File: src/rtl/modbus_frame_tx_pkg.sv
// modbus_tx_pkg: shared states, frame byte counts and timing defaults for the response serializer.
package modbus_tx_pkg;

    typedef enum logic [2:0] {IDLE, PRE, LOAD, WAIT, GAP} tx_state_t;

    localparam logic [3:0] EXP_LEN        = 4'd5;
    localparam logic [3:0] ECHO_LEN       = 4'd8;
    localparam logic [3:0] RD_HDR_CRC_LEN = 4'd5;
    localparam logic [7:0] MAX_RD_QTY     = 8'd4;

    localparam int CLK_FREQ_DEFAULT  = 50_000_000;
    localparam int BAUD_RATE_DEFAULT = 115_200;
    localparam int BIT_CYCLES        = CLK_FREQ_DEFAULT / BAUD_RATE_DEFAULT;

endpackage

File: src/rtl/modbus_frame_tx_if.sv
// modbus_frame_tx_if: byte handshake between the frame serializer and uart_byte_tx.
interface modbus_frame_tx_if;
    logic       tx_start;
    logic [7:0] tx_data;
    logic       tx_done;
    modport master (output tx_start, output tx_data, input tx_done);
    modport slave  (input tx_start, input tx_data, output tx_done);
endinterface

File: src/rtl/modbus_frame_tx_gap_timer.sv
// modbus_gap_timer: loadable down-counter whose terminal count marks the last cycle of a delay.
module modbus_gap_timer #(
    parameter int W = 16
) (
    input  logic         clk,
    input  logic         rst_n,
    input  logic         load,
    input  logic [W-1:0] load_val,
    output logic         tc
);
    logic [W-1:0] cnt;

    // Reload on request, otherwise count down and rest at zero
    always_ff @(posedge clk or negedge rst_n) begin
        if (!rst_n) cnt <= '0;
        else if (load) cnt <= load_val;
        else if (cnt != '0) cnt <= cnt - 1'b1;
    end

    assign tc = cnt == W'(1);
endmodule

File: src/rtl/modbus_frame_tx.sv
// modbus_frame_tx: Modbus RTU response serializer feeding uart_byte_tx, followed by inter-frame silence.
// Optional build macro RS485_DE_EN adds the rs485_de driver-enable output and a one-bit turn-on delay.
module modbus_frame_tx
    import modbus_tx_pkg::*;
#(
    parameter int CLK_FREQ  = CLK_FREQ_DEFAULT,
    parameter int BAUD_RATE = BAUD_RATE_DEFAULT,
    parameter int GAP_CHARS = 4
) (
    input  logic                clk,
    input  logic                rst_n,
    input  logic                tx_exp_rp_start,
    input  logic                tx_06_rp_start,
    input  logic                tx_03_04_rp_start,
    input  logic [39:0]         exception_seq,
    input  logic [63:0]         code06_response,
    input  logic [103:0]        code03_04_response,
    input  logic [7:0]          tx_quantity,
    modbus_frame_tx_if.master   uart,
    output logic                tx_busy,
    output logic                frame_done,
`ifdef RS485_DE_EN
    output logic                rs485_de,
`endif
    output logic                frame_err
);
    localparam int BIT_CYC = CLK_FREQ / BAUD_RATE;
    localparam int GAP_N   = GAP_CHARS * 11 * BIT_CYC;
    localparam int GW      = $clog2(GAP_N) + 1;

    tx_state_t     state;
    logic [103:0]  shreg;
    logic [3:0]    byte_cnt;
    logic          any_start, qty_bad, accept, gap_load, pre_load, tmr_tc;
    logic [103:0]  sel_vec;
    logic [3:0]    sel_len;
    logic [GW-1:0] tmr_val;

    assign any_start = tx_exp_rp_start || tx_06_rp_start || tx_03_04_rp_start;
    assign qty_bad   = !tx_exp_rp_start && !tx_06_rp_start &&
                       (tx_quantity == 8'd0 || tx_quantity > MAX_RD_QTY);
    assign accept    = state == IDLE && any_start && !qty_bad;
    assign gap_load  = state == WAIT && uart.tx_done && byte_cnt == 4'd1;
`ifdef RS485_DE_EN
    assign pre_load  = accept;
`else
    assign pre_load  = 1'b0;
`endif
    assign tmr_val   = gap_load ? GW'(GAP_N - 1) : GW'(BIT_CYC - 1);

    // Start priority exp > 06 > 03/04; vectors are left-aligned into the 104-bit shifter
    always_comb begin
        sel_vec = tx_exp_rp_start ? {exception_seq, 64'h0} :
                  tx_06_rp_start  ? {code06_response, 40'h0} : code03_04_response;
        sel_len = tx_exp_rp_start ? EXP_LEN :
                  tx_06_rp_start  ? ECHO_LEN : RD_HDR_CRC_LEN + {tx_quantity[2:0], 1'b0};
    end

    modbus_gap_timer #(.W(GW)) u_gap (
        .clk      (clk),
        .rst_n    (rst_n),
        .load     (gap_load || pre_load),
        .load_val (tmr_val),
        .tc       (tmr_tc)
    );

    // Frame sequencer: latch, byte-by-byte handshake, then silence before returning idle
    always_ff @(posedge clk or negedge rst_n) begin
        if (!rst_n) begin
            state         <= IDLE;
            shreg         <= '0;
            byte_cnt      <= '0;
            uart.tx_start <= 1'b0;
            uart.tx_data  <= '0;
            tx_busy       <= 1'b0;
            frame_done    <= 1'b0;
            frame_err     <= 1'b0;
`ifdef RS485_DE_EN
            rs485_de      <= 1'b0;
`endif
        end else begin
            uart.tx_start <= 1'b0;
            frame_done    <= 1'b0;
            frame_err     <= any_start && (tx_busy || qty_bad);
            case (state)
                IDLE: if (accept) begin
                    shreg    <= sel_vec;
                    byte_cnt <= sel_len;
                    tx_busy  <= 1'b1;
`ifdef RS485_DE_EN
                    rs485_de <= 1'b1;
                    state    <= PRE;
`else
                    state    <= LOAD;
`endif
                end
                PRE: if (tmr_tc) state <= LOAD;
                LOAD: begin
                    uart.tx_data  <= shreg[103:96];
                    uart.tx_start <= 1'b1;
                    state         <= WAIT;
                end
                WAIT: if (uart.tx_done) begin
                    shreg    <= {shreg[95:0], 8'h00};
                    byte_cnt <= byte_cnt - 4'd1;
                    state    <= byte_cnt == 4'd1 ? GAP : LOAD;
`ifdef RS485_DE_EN
                    if (byte_cnt == 4'd1) rs485_de <= 1'b0;
`endif
                end
                GAP: if (tmr_tc) begin
                    frame_done <= 1'b1;
                    tx_busy    <= 1'b0;
                    state      <= IDLE;
                end
                default: state <= IDLE;
            endcase
        end
    end
endmodule

File: src/flat_wrapper.sv
// flat-port wrapper written by rule: the top's interface ports become plain ports
module modbus_frame_tx_flat import modbus_tx_pkg::*;
#(
    parameter int CLK_FREQ  = CLK_FREQ_DEFAULT,
    parameter int BAUD_RATE = BAUD_RATE_DEFAULT,
    parameter int GAP_CHARS = 4
)
  (clk, rst_n, tx_exp_rp_start, tx_06_rp_start, tx_03_04_rp_start, exception_seq, code06_response, code03_04_response, tx_quantity, tx_busy, frame_done, frame_err, uart_tx_start, uart_tx_data, uart_tx_done);
  modbus_frame_tx_if uart_i ();
  input  logic clk;
  input  logic rst_n;
  input  logic tx_exp_rp_start;
  input  logic tx_06_rp_start;
  input  logic tx_03_04_rp_start;
  input  logic [39:0] exception_seq;
  input  logic [63:0] code06_response;
  input  logic [103:0] code03_04_response;
  input  logic [7:0] tx_quantity;
  output logic tx_busy;
  output logic frame_done;
  output logic frame_err;
  output wire logic [$bits(uart_i.tx_start)-1:0] uart_tx_start;
  output wire logic [$bits(uart_i.tx_data)-1:0] uart_tx_data;
  input wire logic [$bits(uart_i.tx_done)-1:0] uart_tx_done;
  assign uart_tx_start = uart_i.tx_start;
  assign uart_tx_data = uart_i.tx_data;
  assign uart_i.tx_done = uart_tx_done;
  modbus_frame_tx #(.CLK_FREQ(CLK_FREQ), .BAUD_RATE(BAUD_RATE), .GAP_CHARS(GAP_CHARS)) u_core (.clk(clk), .rst_n(rst_n), .tx_exp_rp_start(tx_exp_rp_start), .tx_06_rp_start(tx_06_rp_start), .tx_03_04_rp_start(tx_03_04_rp_start), .exception_seq(exception_seq), .code06_response(code06_response), .code03_04_response(code03_04_response), .tx_quantity(tx_quantity), .uart(uart_i), .tx_busy(tx_busy), .frame_done(frame_done), .frame_err(frame_err));
endmodule
File: config.mk
export PLATFORM = sky130hd
export DESIGN_NAME = modbus_frame_tx_flat
export DESIGN_NICKNAME = d
export VERILOG_FILES = /design/src/rtl/modbus_frame_tx_pkg.sv /design/src/rtl/modbus_frame_tx_if.sv /design/src/rtl/modbus_frame_tx_gap_timer.sv /design/src/rtl/modbus_frame_tx.sv /design/src/flat_wrapper.sv
export SDC_FILE = /design/constraint.sdc
export NUM_CORES = 1
export LEC_CHECK = 0
export ABC_AREA = 1
export CAP_MARGIN = 10
export CELL_PAD_IN_SITES_DETAIL_PLACEMENT = 1
export CELL_PAD_IN_SITES_GLOBAL_PLACEMENT = 2
export CORE_ASPECT_RATIO = 1.25
export CORE_UTILIZATION = 26
export DETAILED_ROUTE_END_ITERATION = 10
export PLACE_DENSITY = 0.78
export SYNTH_ARGS = -nofsm -noshare
export SYNTH_HDL_FRONTEND = slang
export SYNTH_HIERARCHICAL = 1
export SYNTH_SLANG_ARGS = --single-unit
File: constraint.sdc
create_clock -name clk -period 2.5 [get_ports clk]
set_clock_uncertainty 0.1 [all_clocks]
set_input_delay 0.5 -clock clk [delete_from_list [all_inputs] [get_ports clk]]
set_output_delay 0.5 -clock clk [all_outputs]
set_load 0.005 [all_outputs]
==> results.sh <==
export IMPL_fin_hold_ws_ns=0.3890
export IMPL_hold_path_class="flop to flop"
export IMPL_min_from="u_core/uart.tx_data[3]$_DFFE_PN0P_"
export IMPL_clkTransAtPathRegs_ns=0.07
export IMPL_finalHoldViolations=0
export IMPL_synth_cell_types=36
export IMPL_placed_cells=1756
export IMPL_vias=8239
export IMPL_die_h_um=200.3
export IMPL_critical_path_class="primary input to flop"
export IMPL_grt_pass1_wl_mm=46.49
export IMPL_cts_resized_gates=0
export IMPL_finalSetupViolations=0
export IMPL_cts_hold_buf=1
export IMPL_cts_tree="built"
export IMPL_status="finished clean"
export IMPL_synth_seq_cells=139
export IMPL_grt_max_degree=74
export IMPL_timing_fmax_ghz=0.4999
export IMPL_end_kind="flop"
export IMPL_final_area_um2=11680
export IMPL_antenna_found_initial=0
export IMPL_layout_commonest_cell="nand2_1"
export IMPL_critPathMaxFanout=17
export IMPL_yosysSeqAreaShare=0.4255
export IMPL_netlist_instances=1153
export IMPL_wl_per_cell_um=15.86
export IMPL_placed_area_um2=11040
export IMPL_met3WireLength_um=938
export IMPL_grt_setup_unrepaired="no"
export IMPL_setup_tns_ns=0
export IMPL_io_buffers=233
export IMPL_maxCapViolCount=0
export IMPL_synthToLayoutAreaGrowth_pct=42.84
export IMPL_totalWireLength_mm=28.38
export IMPL_remaining_drc_errors=0
export IMPL_coreArea_um2=30900
export IMPL_synth_area_um2=8175
export IMPL_r2r_start="u_core/state[0]$_DFFE_PN0P_"
export IMPL_met1Wirelength_mm=12.51
export IMPL_cts_setup_buffers=0
export IMPL_hpwl_mm=20.79
export IMPL_wl_met2_mm=14.65
export IMPL_cts_buffer_depth=2
export IMPL_post_place_ws_ns=0.06048
export IMPL_ant_nets=0
export IMPL_total_power_mw=11.43
export IMPL_drt_pass1_iterations=4
export IMPL_cts_inserted_buffers=17
export IMPL_min_period_over_period=0.8002
export IMPL_grt_use_total=0.1831
export IMPL_grt_overflow=0
export IMPL_irDropWorstVdd_v=0.0006396
export IMPL_drive_gt1_frac=0.06295
export IMPL_htreeDepth=4
export IMPL_fin_nets=1595
export IMPL_fp_dieW_um=160.6
export IMPL_finalCriticalPeriod_ns=2.001
export IMPL_grt_pass1_vias=8775
export IMPL_clk_latency_ns=0.43
export IMPL_synth_warnings=6
export IMPL_postSynthAreaPerCell_um2=7.090
export IMPL_root_buffer="clkbuf_16"
export IMPL_final_cells=1789
export IMPL_timing_final_ws_setup_ns=0.4994
export IMPL_slew_headroom=0.6372
export IMPL_cp_required_ns=2.75
export IMPL_leakagePower_nw=5.186
export IMPL_crit_path_start_kind="primary input"
export IMPL_utilization=0.3779
export IMPL_drtIter0Drc=391
export IMPL_clock_sinks=139
export IMPL_dieArea_um2=32160
export IMPL_antenna_cells=0
export IMPL_start_util=0.2646
export IMPL_cp_startpoint="tx_quantity[3]"
export IMPL_routed_top_layer="met4"
export IMPL_final_cell_mix="nand2_1, clkdlybuf4s50_1, dfrtp_1, o21ai_0, inv_1"
export IMPL_gp_congestion=0.7842
export IMPL_tightest_slew_ns=0.5437
export IMPL_cp_data_arrival_time_ns=2.25
export IMPL_io_pins=234
export IMPL_viasPerCell=4.605
export IMPL_maxSlewViolCount=0
export IMPL_rows=72
export IMPL_powerDensity_nw_per_um2=978.7
## synth_stat cells (all sizes together)
cell | instances | area [um2]
a21boi | 7 | 52.55
xor2 | 5 | 43.79
conb | 2 | 7.510
inv | 108 | 407.9
or2 | 1 | 6.260
a21oi | 28 | 140.1
a31oi | 26 | 162.7
xnor2 | 2 | 17.52
dfrtp | 139 | 3478
o211ai | 1 | 7.510
clkbuf | 21 | 78.83
nor4 | 1 | 6.260
o21ai | 154 | 770.7
nor2 | 97 | 422.9
nand4 | 2 | 12.51
o21bai | 1 | 7.510
nand3 | 105 | 538.0
nor3 | 2 | 15.01
a22oi | 19 | 142.6
nand2 | 369 | 1423
buf | 55 | 354.1
nand3b | 4 | 30.03
ha | 4 | 50.05
## layout make-up
cell class	instances	area, um2
well taps	407	509.2
multi-input cells	837	3901
clock buffers	19	442.9
repair buffers	266	2754
fillers	3766	19220
flip-flops and latches	139	3478
inverters	108	410.4
clock inverters	13	181.4
## flip-flops by register name, indices dropped and copies added (netlist names)
signal                cells
u_core/state              3
u_core/tx_busy            1
u_core/frame_done         1
u_core/shreg            104
u_core/uart.tx_start      1
u_core/frame_err          1
u_core/u_gap/cnt         16
u_core/uart.tx_data       8
u_core/byte_cnt           4
## critical path: stages
cell,delay (ns)
clkdlybuf4s50_1,0.40
or2_0,0.23
nor2_1,0.23
nand2_1,0.08
nand2_1,0.10
nand2_2,0.12
nand2_8,0.17
buf_4,0.23
nand2_1,0.08
o21ai_0,0.08
## cell families (layout without fill, tap and decap cells)
group	Yosys count	count (layout)	share of synthesized area
other	2	9	0.0009186
adder cells (fa/ha/maj)	4	4	0.006122
AND/OR/NAND/NOR	581	581	0.3001
AO/OA/AOI/OAI	236	236	0.1570
XOR/XNOR	7	7	0.007499
buffers and inverters	184	406	0.1028
flip-flops	139	139	0.4255
## layer usage
metal  GRT usage  up-vias
met5           0        -
met4     0.04354        0
met3     0.02692       18
met2      0.3281      156
met1      0.2285     3933
li1            -     4132
## worst paths after layout
kind                       cells after the start                                  to  slack [ns]
setup / recovery                              10         u_core/shreg[2]$_DFFE_PN0P_        0.50
hold / removal                                 2  u_core/uart.tx_data[3]$_DFFE_PN0P_        0.39
setup reg to reg                               9    u_core/u_gap/cnt[14]$_DFFE_PN0P_        0.53
hold reg to reg                                2  u_core/uart.tx_data[3]$_DFFE_PN0P_        0.39
max in group asynchronous                      3     u_core/u_gap/cnt[2]$_DFFE_PN0P_        1.13
min in group asynchronous                      2  u_core/uart.tx_data[4]$_DFFE_PN0P_        0.49
## power breakdown
part           internal, mW  switching [mW]
Sequential             3.21           0.491
Combinational          1.91            3.09
Clock                  1.63            1.10
Total                  6.75            4.68
Note: power is estimated with default switching activity, not from simulation.
